**src/rtl/branch_resolve_pipe.sv**
```systemverilog
// branch_resolve_pipe
//   Registered multi-port branch resolution. Up to NR_PORTS control-flow
//   instructions are resolved per cycle, with port 0 the oldest. Each port
//   produces a link value, a resolved target, a mispredict flag and a
//   misaligned-target exception. The oldest terminating event (mispredict
//   or exception) wins. Younger ports are squashed. A mispredict winner
//   raises a single frontend redirect. After any winner, all resolutions
//   are locked out until flush_i arrives.
// Ports
//   clk_i, rst_ni      clock, synchronous active-low reset
//   flush_i            commit-side flush; clears outputs and releases lockout
//   valid_i, kind_i    per-port instruction valid / kind (00 BR, 01 JAL, 10 JALR, 11 JAL)
//   pc_i, operand_a_i, imm_i, compressed_i, comp_res_i   per-port operands
//   pred_cf_i, pred_addr_i                               per-port prediction
//   res_*_o, link_o    per-port resolution (registered)
//   ex_valid_o, ex_tval_o  per-port INSTR_ADDR_MISALIGNED
//   redirect_valid_o, redirect_pc_o  single frontend redirect pulse
//   locked_o           lockout state
module branch_resolve_pipe #(
    parameter int unsigned VLEN     = 64,
    parameter int unsigned XLEN     = 64,
    parameter int unsigned NR_PORTS = 2,
    parameter bit          RVC      = 1'b1,
    parameter bit          TVAL_EN  = 1'b1
) (
    input  logic                     clk_i,
    input  logic                     rst_ni,
    input  logic                     flush_i,
    input  logic [NR_PORTS-1:0]      valid_i,
    input  logic [2*NR_PORTS-1:0]    kind_i,
    input  logic [VLEN*NR_PORTS-1:0] pc_i,
    input  logic [VLEN*NR_PORTS-1:0] operand_a_i,
    input  logic [VLEN*NR_PORTS-1:0] imm_i,
    input  logic [NR_PORTS-1:0]      compressed_i,
    input  logic [NR_PORTS-1:0]      comp_res_i,
    input  logic [3*NR_PORTS-1:0]    pred_cf_i,
    input  logic [VLEN*NR_PORTS-1:0] pred_addr_i,
    output logic [NR_PORTS-1:0]      res_valid_o,
    output logic [VLEN*NR_PORTS-1:0] res_target_o,
    output logic [NR_PORTS-1:0]      res_taken_o,
    output logic [NR_PORTS-1:0]      res_mispredict_o,
    output logic [3*NR_PORTS-1:0]    res_cf_o,
    output logic [VLEN*NR_PORTS-1:0] link_o,
    output logic [NR_PORTS-1:0]      ex_valid_o,
    output logic [XLEN*NR_PORTS-1:0] ex_tval_o,
    output logic                     redirect_valid_o,
    output logic [VLEN-1:0]          redirect_pc_o,
    output logic                     locked_o
);

    typedef enum logic {RUN, LOCK} state_e;
    typedef enum logic [2:0] {CF_NOCF, CF_BRANCH, CF_JUMP, CF_JUMPR, CF_RETURN} cf_e;

    state_e state_q;

    logic [NR_PORTS-1:0]      valid_d, valid_q;
    logic [VLEN*NR_PORTS-1:0] target_d, target_q;
    logic [NR_PORTS-1:0]      taken_d, taken_q;
    logic [NR_PORTS-1:0]      mis_d, mis_q;
    logic [3*NR_PORTS-1:0]    cf_d, cf_q;
    logic [VLEN*NR_PORTS-1:0] link_d, link_q;
    logic [NR_PORTS-1:0]      exv_d, exv_q;
    logic [XLEN*NR_PORTS-1:0] tval_d, tval_q;
    logic                     redir_v_d, redir_v_q;
    logic [VLEN-1:0]          redir_pc_d, redir_pc_q;
    logic                     winner;

    // per-port scratch, fully rewritten on every loop iteration
    logic [VLEN-1:0] pc_c, nxt_c, tgt_c, res_c;
    logic [2:0]      pcf_c, cf_c;
    logic            is_br_c, is_jalr_c, taken_c, ex_c, mis_raw_c, mis_c, live_c;

    always_comb begin
        valid_d    = '0;
        target_d   = '0;
        taken_d    = '0;
        mis_d      = '0;
        cf_d       = '0;
        link_d     = '0;
        exv_d      = '0;
        tval_d     = '0;
        redir_v_d  = 1'b0;
        redir_pc_d = '0;
        winner     = 1'b0;
        pc_c = '0; nxt_c = '0; tgt_c = '0; res_c = '0; pcf_c = '0; cf_c = '0;
        is_br_c = 1'b0; is_jalr_c = 1'b0; taken_c = 1'b0; ex_c = 1'b0;
        mis_raw_c = 1'b0; mis_c = 1'b0; live_c = 1'b0;
        for (int unsigned p = 0; p < NR_PORTS; p++) begin
            pc_c      = pc_i[p*VLEN +: VLEN];
            pcf_c     = pred_cf_i[3*p +: 3];
            is_br_c   = (kind_i[2*p +: 2] == 2'b00);
            is_jalr_c = (kind_i[2*p +: 2] == 2'b10);
            nxt_c     = pc_c + (compressed_i[p] ? VLEN'(2) : VLEN'(4));
            tgt_c     = (is_jalr_c ? operand_a_i[p*VLEN +: VLEN] : pc_c) + imm_i[p*VLEN +: VLEN];
            if (is_jalr_c) tgt_c[0] = 1'b0;
            taken_c   = is_br_c ? comp_res_i[p] : 1'b1;
            res_c     = taken_c ? tgt_c : nxt_c;
            // with RVC only bit 0 matters; otherwise 4-byte alignment is required
            ex_c      = taken_c & (tgt_c[0] | (~RVC & tgt_c[1]));
            if (is_br_c)        mis_raw_c = (taken_c != (pcf_c == CF_BRANCH));
            else if (is_jalr_c) mis_raw_c = (pcf_c == CF_NOCF) || (tgt_c != pred_addr_i[p*VLEN +: VLEN]);
            else                mis_raw_c = 1'b0;
            if (is_br_c)                                         cf_c = CF_BRANCH;
            else if (is_jalr_c && mis_raw_c && pcf_c != CF_RETURN) cf_c = CF_JUMPR;
            else                                                 cf_c = pcf_c;
            mis_c     = mis_raw_c & ~ex_c;
            // ports younger than the first terminating event are squashed
            live_c    = valid_i[p] & ~winner;
            if (live_c) begin
                valid_d[p]               = 1'b1;
                target_d[p*VLEN +: VLEN] = res_c;
                taken_d[p]               = taken_c;
                mis_d[p]                 = mis_c;
                cf_d[3*p +: 3]           = cf_c;
                link_d[p*VLEN +: VLEN]   = nxt_c;
                exv_d[p]                 = ex_c;
                if (ex_c && TVAL_EN) tval_d[p*XLEN +: XLEN] = XLEN'($signed(pc_c));
                if (mis_c || ex_c) begin
                    winner = 1'b1;
                    if (mis_c) begin
                        redir_v_d  = 1'b1;
                        redir_pc_d = res_c;
                    end
                end
            end
        end
    end

    always_ff @(posedge clk_i) begin
        if (!rst_ni || flush_i) begin
            state_q    <= RUN;
            valid_q    <= '0;
            target_q   <= '0;
            taken_q    <= '0;
            mis_q      <= '0;
            cf_q       <= '0;
            link_q     <= '0;
            exv_q      <= '0;
            tval_q     <= '0;
            redir_v_q  <= 1'b0;
            redir_pc_q <= '0;
        end else if (state_q == LOCK) begin
            valid_q    <= '0;
            target_q   <= '0;
            taken_q    <= '0;
            mis_q      <= '0;
            cf_q       <= '0;
            link_q     <= '0;
            exv_q      <= '0;
            tval_q     <= '0;
            redir_v_q  <= 1'b0;
            redir_pc_q <= '0;
        end else begin
            valid_q    <= valid_d;
            target_q   <= target_d;
            taken_q    <= taken_d;
            mis_q      <= mis_d;
            cf_q       <= cf_d;
            link_q     <= link_d;
            exv_q      <= exv_d;
            tval_q     <= tval_d;
            redir_v_q  <= redir_v_d;
            redir_pc_q <= redir_pc_d;
            if (winner) state_q <= LOCK;
        end
    end

    assign res_valid_o      = valid_q;
    assign res_target_o     = target_q;
    assign res_taken_o      = taken_q;
    assign res_mispredict_o = mis_q;
    assign res_cf_o         = cf_q;
    assign link_o           = link_q;
    assign ex_valid_o       = exv_q;
    assign ex_tval_o        = tval_q;
    assign redirect_valid_o = redir_v_q;
    assign redirect_pc_o    = redir_pc_q;
    assign locked_o         = (state_q == LOCK);

endmodule

```
**config.mk**
```make
export PLATFORM = sky130hd
export DESIGN_NAME = branch_resolve_pipe
export DESIGN_NICKNAME = d
export VERILOG_FILES = /design/src/rtl/branch_resolve_pipe.sv
export SDC_FILE = /design/constraint.sdc
export NUM_CORES = 1
export LEC_CHECK = 0
export ABC_CLOCK_PERIOD_IN_PS = 6760
export BUFFER_PORTS_ARGS = -buffer_cell sky130_fd_sc_hd__buf_2
export CAP_MARGIN = 20
export CORE_AREA = 2 2 390 392
export DETAILED_ROUTE_END_ITERATION = 7
export DIE_AREA = 0 0 392 394
export PLACE_DENSITY = 0.4
export SYNTH_ARGS = -nofsm -noshare
export SYNTH_HDL_FRONTEND = slang
export SYNTH_SLANG_ARGS = --single-unit
export TNS_END_PERCENT = 100
```
**constraint.sdc**
```tcl
create_clock -name clk_i -period 6.76 [get_ports clk_i]
set_clock_uncertainty 0.05 [all_clocks]
set_input_delay 0.338 -clock clk_i [delete_from_list [all_inputs] [get_ports clk_i]]
set_output_delay 0.338 -clock clk_i [all_outputs]
set_load 0.05 [all_outputs]
```
* Word-level counts from Yosys, hierarchy flattened
Index checks and enable logic that the tools add are counted.
** Storage, ports and cells
- Bits in registers :: 464
- Input bits :: 531
- Logic and storage cells :: 107
** Cells by class
- Add/subtract/negate cells :: 4
- Muxes and demuxes :: 38
- Bitwise operators :: 10
- Eq/ne operators :: 10
- Reductions and logical operators :: 23
** Operator list (number)
- two-way mux 64 bit :: 10
- adder 64 x 3 -> 64 bit :: 2
- adder 64 bit :: 2
- != test 64 bit :: 2
- two-way mux 1 bit :: 24
- OR reduction 4 bit :: 4
- OR reduction 5 bit :: 2
- == test 3 x 1 -> 1 bit, second input constant :: 2
- logical NOT 3 bit :: 2
- two-way mux 3 bit :: 2
- != test 3 bit, second input constant :: 2
- OR reduction 3 bit :: 2
- bitwise AND 1 bit :: 5
- logical OR 1 bit :: 5
- inverter 1 bit :: 5
- == test 2 bit, second input constant :: 2
- logical AND 1 bit :: 4
- logical NOT 2 bit :: 2
- two-way mux 2 bit :: 2
- != test 1 bit :: 2
- OR reduction 2 bit :: 1
- logical NOT 1 bit :: 1

* Logic depth before layout (Yosys ltp)
Gate-level depths: netlist of the first run.
- Word-level depth :: 17
- Mapped depth :: 26

* Least setup slack after synthesis of the first run
OpenSTA, ideal clock, no wires.
- Kind :: input-to-reg
- From :: input port kind_i[2]
- To :: register redir_pc_q[41] (netlist: redirect_pc_o[41])
- Arrival :: 5.443 ns
- Stages on the path :: 24
- Required time :: 6.578 ns
- Slack :: 1.136 ns
- Library setup time :: 0.132 ns
- Path through :: clkbuf_1 > nor2b_1 > clkbuf_1 > clkbuf_1 > buf_1 > nand2_1 > o21ai_0 > ha_1 > buf_2 > a21o_1 > a31oi_1 > o31a_1 > a2111oi_0 > a31oi_1 > xnor3_1 > a2111oi_0 > nand4_1 > or4_1 > nor4_1 > nand4_1 > nand3b_1 > buf_2 > buf_4 > o22ai_2
** Between the ends
- Word-level cells in the longest chain between the ends :: 12
- Elaborated cells between the ends (all ways) :: 19
** RTL lines
- from (decl) :: RTL line 30 : input logic [2*NR_PORTS-1:0] kind_i,
- == test 2 bit :: RTL line 92 : is_jalr_c = (kind_i[2*p +: 2] == 2'b10);
- two-way mux 64 bit :: RTL line 94 : tgt_c = (is_jalr_c ? operand_a_i[p*VLEN +: VLEN] : pc_c) + imm_i[p*VLEN +: VLEN];
- adder 64 bit :: RTL line 94
- two-way mux 1 bit :: RTL line 95 : if (is_jalr_c) tgt_c[0] = 1'b0;
- != test 64 bit :: RTL line 101 : else if (is_jalr_c) mis_raw_c = (pcf_c == CF_NOCF) || (tgt_c != pred_addr_i[p*VLEN +: VLEN]);
- logical OR 1 bit :: RTL line 101
- two-way mux 1 bit :: RTL line 101
- two-way mux 1 bit :: RTL line 100 : if (is_br_c) mis_raw_c = (taken_c != (pcf_c == CF_BRANCH));
- bitwise AND 1 bit :: RTL line 106 : mis_c = mis_raw_c & ~ex_c;
- two-way mux 64 bit / logical OR 1 bit (equally long branches) :: RTL line 120, 118
- two-way mux 64 bit (*) :: RTL line 118 : if (mis_c || ex_c) begin
- two-way mux 64 bit (*) :: RTL line 109 : if (live_c) begin
- to (signal assigned) :: RTL line 163 : redir_pc_q <= redir_pc_d;
- to (decl) :: RTL line 65 : logic [VLEN-1:0] redir_pc_d, redir_pc_q;
Every way passes the cells marked *; elsewhere a longest branch is shown, timed or not.
A chain may end at the register's enable or synchronous reset.

* Worst setup path in the final report of the first run
- From :: input port pc_i[0]
- To :: register cf_q[0] (netlist: res_cf_o[0])
** Between the ends
- Word-level cells in the longest chain between the ends :: 11
** RTL lines
- from (decl) :: RTL line 31 : input logic [VLEN*NR_PORTS-1:0] pc_i,
- two-way mux 64 bit (*) :: RTL line 94
- adder 64 bit (*) :: RTL line 94
- two-way mux 1 bit :: RTL line 95
- != test 64 bit (*) :: RTL line 101
- logical OR 1 bit (*) :: RTL line 101
- two-way mux 1 bit (*) :: RTL line 101
- two-way mux 1 bit (*) :: RTL line 100
- logical AND 1 bit (*) (2 in a row) :: RTL line 104 : else if (is_jalr_c && mis_raw_c && pcf_c != CF_RETURN) cf_c = CF_JUMPR;
- two-way mux 2 bit (*) :: RTL line 104
- two-way mux 1 bit (*) :: RTL line 103 : if (is_br_c) cf_c = CF_BRANCH;
- to (signal assigned) :: RTL line 136 : cf_q <= '0;
- to (signal assigned) :: RTL line 147 : cf_q <= '0;
- to (signal assigned) :: RTL line 158 : cf_q <= cf_d;
- to (decl) :: RTL line 60 : logic [3*NR_PORTS-1:0] cf_d, cf_q;
Marks and branches as above.

==> results of run 1 <==
[kinds of logic after synthesis]
group,Yosys count,share of synthesized area [%]
xor gates and xnor gates,367,11.7
AOI/OAI and AO/OA,901,18.8
DFF,464,30.9
muxes,23,0.798
and+or+nand+nor,1710,27.2
buffers and inverters,332,4.44
adders and majority gates,146,6.17
[metrics by stage]
step	util, %	cell area (um^2)	total power (W)
floorplan	-	30100	0.00498
detailed placement	25.4	38300	0.00684
global placement	25.4	38300	0.00687
global route	27.7	41700	0.0106
CTS	27.6	41600	0.0103
finish	27.7	41700	0.0102
[layer usage]
layer | share of wire (%) | up-vias | track usage (%) | wire, um
li1 | - | 16205 | - | -
met1 | 40 | 16855 | 29.1 | 81200
met2 | 50 | 1253 | 44.8 | 100000
met3 | 6.6 | 285 | 5.55 | 13500
met4 | 3.6 | 52 | 8.33 | 7400
met5 | 0.16 | - | 0 | 327
[worst min path at each step]
| stage | depth (start not counted) | slack [ps] | endpoint |
|---|---|---|---|
| after global routing | 3 | 40 | ex_tval_o[67] |
| after floorplan | 1 | 410 | ex_tval_o[10] |
| after detailed placement | 2 | 560 | ex_tval_o[37] |
| final | 3 | 60 | ex_tval_o[114] |
| after global placement | 2 | 560 | ex_tval_o[29] |
| after CTS | 4 | 20 | res_cf_o[5] |
[cell usage after synthesis (9+ instances only)]
library cell,number
a2111oi_0,11
a211oi_1,25
a21o_1,38
a21oi_1,250
a221oi_1,14
a22oi_1,9
a311oi_1,9
a31oi_1,22
and2_1,89
and3_1,43
and4_1,26
buf_1,17
buf_2,29
clkbuf_1,169
dfxtp_1,464
ha_1,142
inv_1,107
mux2i_1,15
nand2_1,534
nand2b_1,23
nand3_1,97
nand4_1,106
nor2_1,504
nor2b_1,18
nor3_1,104
nor3_2,43
nor3b_1,9
nor4_1,45
o211ai_1,23
o21a_1,34
o21ai_0,254
o21ai_1,11
o21bai_1,24
o22ai_1,63
or3_1,19
or4_1,9
xnor2_1,238
xnor3_1,19
xor2_1,106
[flip-flops by register name, indices dropped and copies added (netlist names)]
signal,count
ex_tval_o,128
ex_valid_o,2
link_o,128
locked_o,1
redirect_pc_o,64
redirect_valid_o,1
res_cf_o,6
res_mispredict_o,2
res_taken_o,2
res_target_o,128
res_valid_o,2
[layout make-up]
cell class | count | area, um^2 | share of cell area [%]
antenna | 23 | 57.6 | 0.138
sequential | 464 | 9290 | 22.3
clock inverter | 29 | 358 | 0.858
multi-input combinational | 3147 | 19500 | 46.9
tap | 2030 | 2540 | 6.09
clock buffer | 77 | 1640 | 3.94
inverter | 108 | 405 | 0.972
timing repair buffer | 1312 | 7870 | 18.9
[power by group through the flow]
stage                     combinational (W)  sequential (W)  clock (W)
after floorplan                     0.00179         0.00319          0
after global routing                0.00423         0.00285    0.00352
after global placement              0.00396         0.00290          0
after detailed placement            0.00393         0.00290          0
final                               0.00402         0.00284    0.00333
after CTS                           0.00401         0.00284    0.00343
[critical path: stages]
cell	delay, ps
dlygate4sd3_1	530
buf_2	190
nand2_1	70
nand2_1	130
ha_1	280
fa_1	430
a211oi_1	430
o21ai_1	330
a211oi_2	660
o21ai_1	180
a21boi_0	210
buf_4	170
xnor2_1	190
xor2_1	170
or4_1	540
nor3_1	350
buf_4	210
nand4_1	110
buf_4	170
o21ai_2	240
buf_4	210
a21oi_1	50
o31a_1	230
dlygate4sd3_1	550
[repair_timing]
item	in CTS	in global routing
endpoints found under the setup margin	0	1
resized for setup	0	1
hold buffers	131	0
hold endpoints to repair	196	0
==> metrics, run 1 <==
status completed; port bufs 994; Clock Power Share 32.7%; layout net count 5767; vias in the first global route 34862; I/O Pins 995; first-pass GRT wire length 274 mm; largest cells by area after synthesis dfxtp_1, xnor2_1, nand2_1; Int Pwr 0.00601 W; largest net degree at the start of global routing 70; P&R area growth vs syn 38.5%; Routed WL per cell 28.2 um; ys async rst share 0%; pre-CTS setup slack 92.9 ps; synthesis warning total 0; Cell variety after synth 97; Main synth FF type dfxtp_1; max_slew headroom 24.2%; gr usage total 25.0%; fin crit share 95.9%; Syn Nets 4620; Clk pin slew, worst setup/hold paths 60 ps; site row count 143; commonest cells after routing, fill and taps aside buf_2, nand2_1, nor2_1; Die Width 392 um; clock tree buffer depth 3; CP Launch Point pc_i[0]; CTS tree yes; Setup WS post-layout 274 ps; Worst Max-Slew Pin Slew 1130 ps; PwrDens 244 nW/um^2; initial antenna violation count 64; later-pin clock latency in the skew report 660 ps; Post-synth EDFFs 0; Period minus WS final 6490 ps; core area 151000 um^2; commonest non-fill, non-tap cell in the layout buf_2; Die Span Y 394 um; HP Class in2reg; Initial DRC Count 2282; RSZ-0062 raised after global routing no; crit-path max FO 6; gpl congestion 0.960; Hold Vio Cnt, Final 0; Yosys top cell area share 30.9%; hold slack 60.7 ps; DPL Wire Length 174 mm; combinational group share of total power 39.4%; DRT antenna net count 0; min-delay src pc_i[114]; placed insts 6930; r2r setup slk 3940 ps; sequential share of the synthesized area 30.9%; via count 34650; sequential group share of total power 27.9%; DRC viols 0; startpoint types input port; Slew Limit Fails 0; total die area 154000 um^2; gr ovfl total 0; crit path kind in2reg; total wire length 203 mm; Crit. End Element register; clock root cell clkbuf_16; routed vias/inst 4.82; Initial Utilization 20.0%; H-tree depth 2; Fillers 16980; Mapped Area 30100 um^2; sw frac 41.1%; maximum vdd drop 0.203 mV; Synth Instances 3943; #FFs+latches synth 464; CP arrival 6980 ps; # clock sinks 464; drt first pass iters 6; worst-case reg-to-reg path depth 7; TritonCTS buffer count 57; Finish-stage setup viols 0; Fmax achieved 154 MHz; total negative slack 0 ps; layout cells sized above 1 26.8%; worst endpoint required time 7260 ps; Synth area leader dfxtp_1; RR Startpoint locked_o; R2R Path End redirect_pc_o[0]; net switching power 0.00418 W; P_leak 18.7 nW; Non-Filler Instances 7190; Avg Cell Area, Syn 7.63 um^2; Critical Path End res_cf_o[0]; number of setup buffers added after CTS 0; Max-Cap Viols 0
Power figures use the tool's default switching activity.
==> inputs of run 2 (changes only) <==
- REMOVE_ABC_BUFFERS: default -> 1
==> run 2 against run 1 <==
Sequential share of layout area is 0.53 points lower. Design area grew 2.4%. Critical path depth decreased by 3. Register-to-register slack improved by 20 ps. First-iteration DRC count up 8.1%. Combinational power up 5%. Worst setup slack improved by 37 ps. Critical path type unchanged. Clock power is 2% higher. Hold slack worse by 8.6 ps.
==> metrics, run 2 (synthesis results as in run 1) <==
design area 42700 um^2 (+2.4%); P&R area growth vs syn 41.9%; first-pass GRT wire length 278 mm (+1.3%); fin crit share 95.4% (-0.55 points); DRC viols 0 (unchanged); gpl congestion 0.955 (-0.47%); clock root cell clkbuf_16; placed insts 7057 (+1.8%); Hold Vio Cnt, Final 0 (unchanged); Max-Cap Viols 0 (unchanged); dpl cell area 39300 um^2 (+2.5%); Die Span Y 394 um (unchanged); Crit path largest cell delay 690 ps (+30 ps); CP arrival 6970 ps (about the same); CP max stage cell or4_1; Initial Utilization 20.0% (unchanged); DRT antenna net count 0 (unchanged); status completed; # clock sinks 464 (unchanged); RR Startpoint locked_o; Top delay family on crit path simple AND/OR/NAND/NOR gates; vias in the first global route 35400 (+1.5%); commonest non-fill, non-tap cell in the layout buf_2; maximum vdd drop 0.194 mV (-4.6%); crit path buf inv count 5 (-2); Critical Path End locked_o; Crit. End Element register; max_slew headroom 19.6% (-4.5 points); HP Class in2reg; CP Launch Point pc_i[64]; total die area 154000 um^2 (unchanged); Initial DRC Count 2466 (+8.1%); total wire length 206 mm (+1.5%); Period minus WS final 6450 ps (-37.1 ps); DPL Wire Length 177 mm (+1.8%); worst-case reg-to-reg path depth 5 (-2); routed vias/inst 4.80 (-0.47%); P_leak 19.3 nW (+3.4%); commonest cells after routing, fill and taps aside buf_2, nand2_1, nor2_1; TritonCTS buffer count 59 (+3.5%); layout net count 5899 (+2.3%); gr usage total 25.4% (+0.39 points); layout cells sized above 1 28.6% (+1.8 points); worst endpoint required time 7280 ps (+20 ps); PwrDens 245 nW/um^2 (+0.30%); later-pin clock latency in the skew report 690 ps (+30 ps); Die Width 392 um (unchanged); Slew Limit Fails 0 (unchanged); gr ovfl total 0 (unchanged); largest net degree at the start of global routing 80 (+14%); drt first pass iters 6 (unchanged); critical-path cell list dlygate4sd3_1 > buf_2 > inv_1 > o21ai_0 > ha_1 > fa_1 > a21o_1 > a221o_1 > a41oi_2 > a211oi_1 > buf_4 > nor2_1 > nor2_1 > a2111oi_0 > nand4_1 > or4_1 > nor4_2 > and4_1 > o21ai_0 > a41o_1 > dlygate4sd3_1; CTS tree yes; Routed WL per cell 28.1 um (-0.38%); Finish-stage setup viols 0 (unchanged); Non-Filler Instances 7323 (+1.8%); Fmax achieved 155 MHz (+0.58%); port bufs 994 (unchanged); crit-path max FO 6 (unchanged); Worst Max-Slew Pin Slew 1190 ps (+67.5 ps); initial antenna violation count 57 (-11%); R2R Path End ex_tval_o[30]; r2r setup slk 3960 ps (+20 ps); Fillers 16816 (-0.97%); Clk pin slew, worst setup/hold paths 60 ps (about the same); startpoint types input port; site row count 143 (unchanged); Levels on crit path 21 (-13%); H-tree depth 2 (unchanged); crit path kind in2reg; I/O Pins 995 (unchanged); core area 151000 um^2 (unchanged); via count 35124 (+1.4%); RSZ-0062 raised after global routing no; clock tree buffer depth 3 (unchanged)
[run 2: worst min-delay path by stage]
stage,from,endpoint,depth (start not counted)
6_report,pc_i[119],ex_tval_o[119],3
5_1_grt,pc_i[94],ex_tval_o[94],3
4_1_cts,pc_i[94],ex_tval_o[94],3
3_5_place_dp,pc_i[50],ex_tval_o[50],2
3_3_place_gp,pc_i[36],ex_tval_o[36],2
2_1_floorplan,pc_i[10],ex_tval_o[10],1
[run 2: through the flow]
stage	setup WS [ps]	power [W]	setup TNS (ps)	utilization (%)	hold slack (ps)
2_1_floorplan	-3270	0.00497	-831240	-	410
3_3_place_gp	-111	0.00707	-130	26.1	560
3_5_place_dp	-13.1	0.00704	-13.1	26.1	563
4_1_cts	140	0.0106	0	28.3	1.58
5_1_grt	87.2	0.0109	0	28.3	22.9
6_report	312	0.0105	0	28.4	52.1
[run 2: report_power, final]
part	internal, W	switching [W]	leakage (nW)
clock	0.00197	0.00143	0.997
combinational	0.00139	0.00283	14.6
sequential	0.00282	0.0000316	3.76
[run 2: layout make-up]
cell class              count  area (um^2)  share of cell area (%)
well taps                2030         2540                    5.95
repair buffers           1442         8830                    20.7
clock buffers              74         1610                    3.78
flip-flops and latches    464         9290                    21.7
multi-input cells        3147        19600                    45.8
diodes                     24         60.1                   0.141
clock inverters            34          422                   0.987
inverters                 108          405                   0.949
[run 2: metal layers]
layer / global-route usage (%) / wire length (um) / vias to the layer above / part of all wire, %
met5: 0 / 239 / - / 0.12
met4: 6.80 / 5600 / 34 / 2.7
met3: 4.60 / 12200 / 252 / 5.9
met2: 46.0 / 103000 / 1259 / 50
met1: 30.5 / 84700 / 17133 / 41
li1: - / - / 16446 / -
[run 2: worst register-to-register path: stages (launching register included)]
cell,delay [ps]
dfxtp_1,340
nor2_1,300
nand2_4,320
nor3_2,820
buf_4,530
and2_1,340
[run 2: timing repair]
item / 4_1_cts / 5_1_grt
hold endpoints to repair: 212 / 0
endpoints found under the setup margin: 0 / 1
gates resized for setup: 0 / 1
hold buffers: 133 / 0
buffers inserted: 0 / 0
==> inputs of run 3 (changes only) <==
- ABC_AREA: default -> 1
- CORE_AREA: 2 2 390 392 -> 2 2 383 385
- DIE_AREA: 0 0 392 394 -> 0 0 385 387
- PLACE_DENSITY: 0.4 -> 0.43
==> run 3 against run 2 <==
Die area is 3.5% lower. Final cell count is 20% higher. Sequential share of layout area is 0.81 points lower. Utilization is 2.3 points higher. Hold slack worse by 13 ps. Register-to-register slack worse by 410 ps. Fmax is 6.9% higher. Non-clock buffer count is 223 lower. Synthesized cell count is 43% higher. First-iteration DRC count is 44% higher. Power is 5.7% lower. Clock power is 2% lower. Largest power group unchanged.
==> metrics, run 3 <==
drt first pass iters 8 (+2); commonest non-fill, non-tap cell in the layout nand2_1; Main synth FF type dfxtp_1; DRC viols 0 (unchanged); P&R area growth vs syn 32.9%; Initial DRC Count 3561 (+44%); gpl congestion 1.03 (+8.2%); Fillers 16650 (-0.99%); status completed; Setup WS post-layout 728 ps (+416 ps); largest net degree at the start of global routing 74 (-7.5%); clock tree buffer depth 3 (unchanged); PwrDens 222 nW/um^2 (-9.2%); Finish-stage setup viols 0 (unchanged); Fmax achieved 166 MHz (+6.9%); fin crit share 89.2% (-6.2 points); maximum vdd drop 0.196 mV (+0.80%); #FFs+latches synth 464 (unchanged); largest cells by area after synthesis dfxtp_1, nand2_1, inv_1; design area 44400 um^2 (+3.9%); HP Class in2reg; sequential group share of total power 28.8% (+1.6 points); number of setup buffers added after CTS 0 (unchanged); Post-synth EDFFs 0 (unchanged); sw frac 41.6% (+0.65 points); max_slew headroom 18.0% (-1.6 points); vias in the first global route 40695 (+15%); Slew Limit Fails 0 (unchanged); Yosys top cell area share 27.8% (-3.0 points); layout net count 7477 (+27%); crit-path most repeated cell nand2_1; Cell variety after synth 47 (-52%); port bufs 994 (unchanged); gr usage total 29.7% (+4.3 points); Mapped Area 33400 um^2 (+11%); via count 41609 (+18%); Synth area leader dfxtp_1; RSZ-0062 raised after global routing no; total die area 149000 um^2 (-3.5%); Crit path largest cell delay 760 ps (+70 ps); gr ovfl total 0 (unchanged); Period minus WS final 6030 ps (-416 ps); later-pin clock latency in the skew report 670 ps (-20 ps); Clk pin slew, worst setup/hold paths 70 ps (about the same); # resized after CTS 0 (unchanged); Avg Cell Area, Syn 5.93 um^2 (-22%); layout cells sized above 1 19.8% (-8.9 points); core area 145000 um^2 (-3.8%); Worst Max-Slew Pin Slew 1220 ps (+28.9 ps); Die Span Y 387 um (-1.8%); sequential share of the synthesized area 27.8% (-3.0 points); ys async rst share 0% (unchanged); site row count 140 (-2.1%); routed vias/inst 4.73 (-1.4%); Synth Instances 5630 (+43%); Post-synth top cells nand2_1, inv_1, nor2_1; Die Width 385 um (-1.8%); synthesis warning total 0 (unchanged); TritonCTS buffer count 57 (-3.4%); commonest cells after routing, fill and taps aside nand2_1, buf_2, inv_1; crit-path max FO 52 (+46); crit path kind in2reg; H-tree depth 2 (unchanged); Initial Utilization 23.0% (+3.1 points); CP max stage cell nor2_8; Routed WL per cell 26.2 um (-6.6%); Crit. End Element register; DPL Wire Length 202 mm (+14%); crit path buf inv count 3 (-2); net switching power 0.00411 W (-4.2%); first-pass GRT wire length 312 mm (+12%); Top delay family on crit path simple AND/OR/NAND/NOR gates; CP arrival 6590 ps (-380 ps); startpoint types input port; worst endpoint required time 7320 ps (+40 ps); initial antenna violation count 65 (+14%); pre-CTS setup slack 285 ps (+298 ps); I/O Pins 995 (unchanged); # clock sinks 464 (unchanged); P_leak 24.5 nW (+27%); top-count cell post-synth nand2_1; DRT antenna net count 0 (unchanged); total wire length 231 mm (+12%); total negative slack 0 ps (unchanged); hold_buf cts 104 (-22%); dpl cell area 41300 um^2 (+5.1%); Max-Cap Viols 0 (unchanged); CTS tree yes; Int Pwr 0.00576 W (-6.8%); Clock Power Share 33.7% (+1.2 points); Hold Vio Cnt, Final 0 (unchanged); r2r setup slk 3550 ps (-410 ps); clock root cell clkbuf_16; combinational group share of total power 37.5% (-2.8 points)
## run 3: path summary, 6_finish.rpt
path | cells after the start | from | endpoint
max | 29 | pc_i[64] | redirect_pc_o[36]
min | 5 | rst_ni | locked_o
max reg2reg | 10 | locked_o | ex_tval_o[46]
min reg2reg | 2 | locked_o | locked_o
## run 3: per-stage QoR
stage	cells	total power [W]	util (%)	hold slack, ps
2_1_floorplan	5522	0.00488	-	411
3_3_place_gp	8550	0.00651	28.5	542
3_5_place_dp	8553	0.00649	28.5	549
4_1_cts	8763	0.00989	30.6	2.47
5_1_grt	8784	0.0103	30.6	14.1
6_report	8795	0.00987	30.6	39.1
## run 3: metal layers
layer,wire [um],track usage [%]
met1,98100,37.6
met2,110000,51.5
met3,12400,3.01
met4,9600,11.0
met5,115,0
## run 3: cell families (layout without fill, tap and decap cells)
| family | count (synthesis) | in the layout | share of synthesized area [%] |
|---|---|---|---|
| buf+inv | 1050 | 2267 | 12.2 |
| compound gates | 524 | 524 | 8.17 |
| xor+xnor | 146 | 146 | 4.22 |
| other cells | 0 | 31 | 0 |
| fa+ha+maj | 146 | 146 | 5.56 |
| simple gates | 3299 | 3299 | 42.0 |
| flops | 464 | 464 | 27.8 |
| mux | 1 | 1 | 0.0300 |
## run 3: power groups by stage
stage	logic, W	clock network [W]	registers, W
after floorplan	0.00171	0	0.00317
after global routing	0.00397	0.00348	0.00285
final	0.00370	0.00333	0.00284
after CTS	0.00365	0.00339	0.00285
after global placement	0.00360	0	0.00291
after detailed placement	0.00359	0	0.00291
## run 3: area by class of cell
cell class / count / area [um^2] / area share, %
Tap cell: 1917 / 2400 / 5.41
Sequential cell: 464 / 9290 / 20.9
Antenna cell: 31 / 77.6 / 0.175
Inverter: 942 / 3550 / 7.99
Multi-Input combinational cell: 4116 / 20100 / 45.2
Clock inverter: 31 / 352 / 0.792
Timing Repair Buffer: 1219 / 7010 / 15.8
Clock buffer: 75 / 1630 / 3.67
## run 3: tightest hold or removal path: cells and delay by family
family                 cells  cell delay (ps)
AOI/OAI and AO/OA          1               60
buffers and inverters      3              280
and+or+nand+nor            1               30
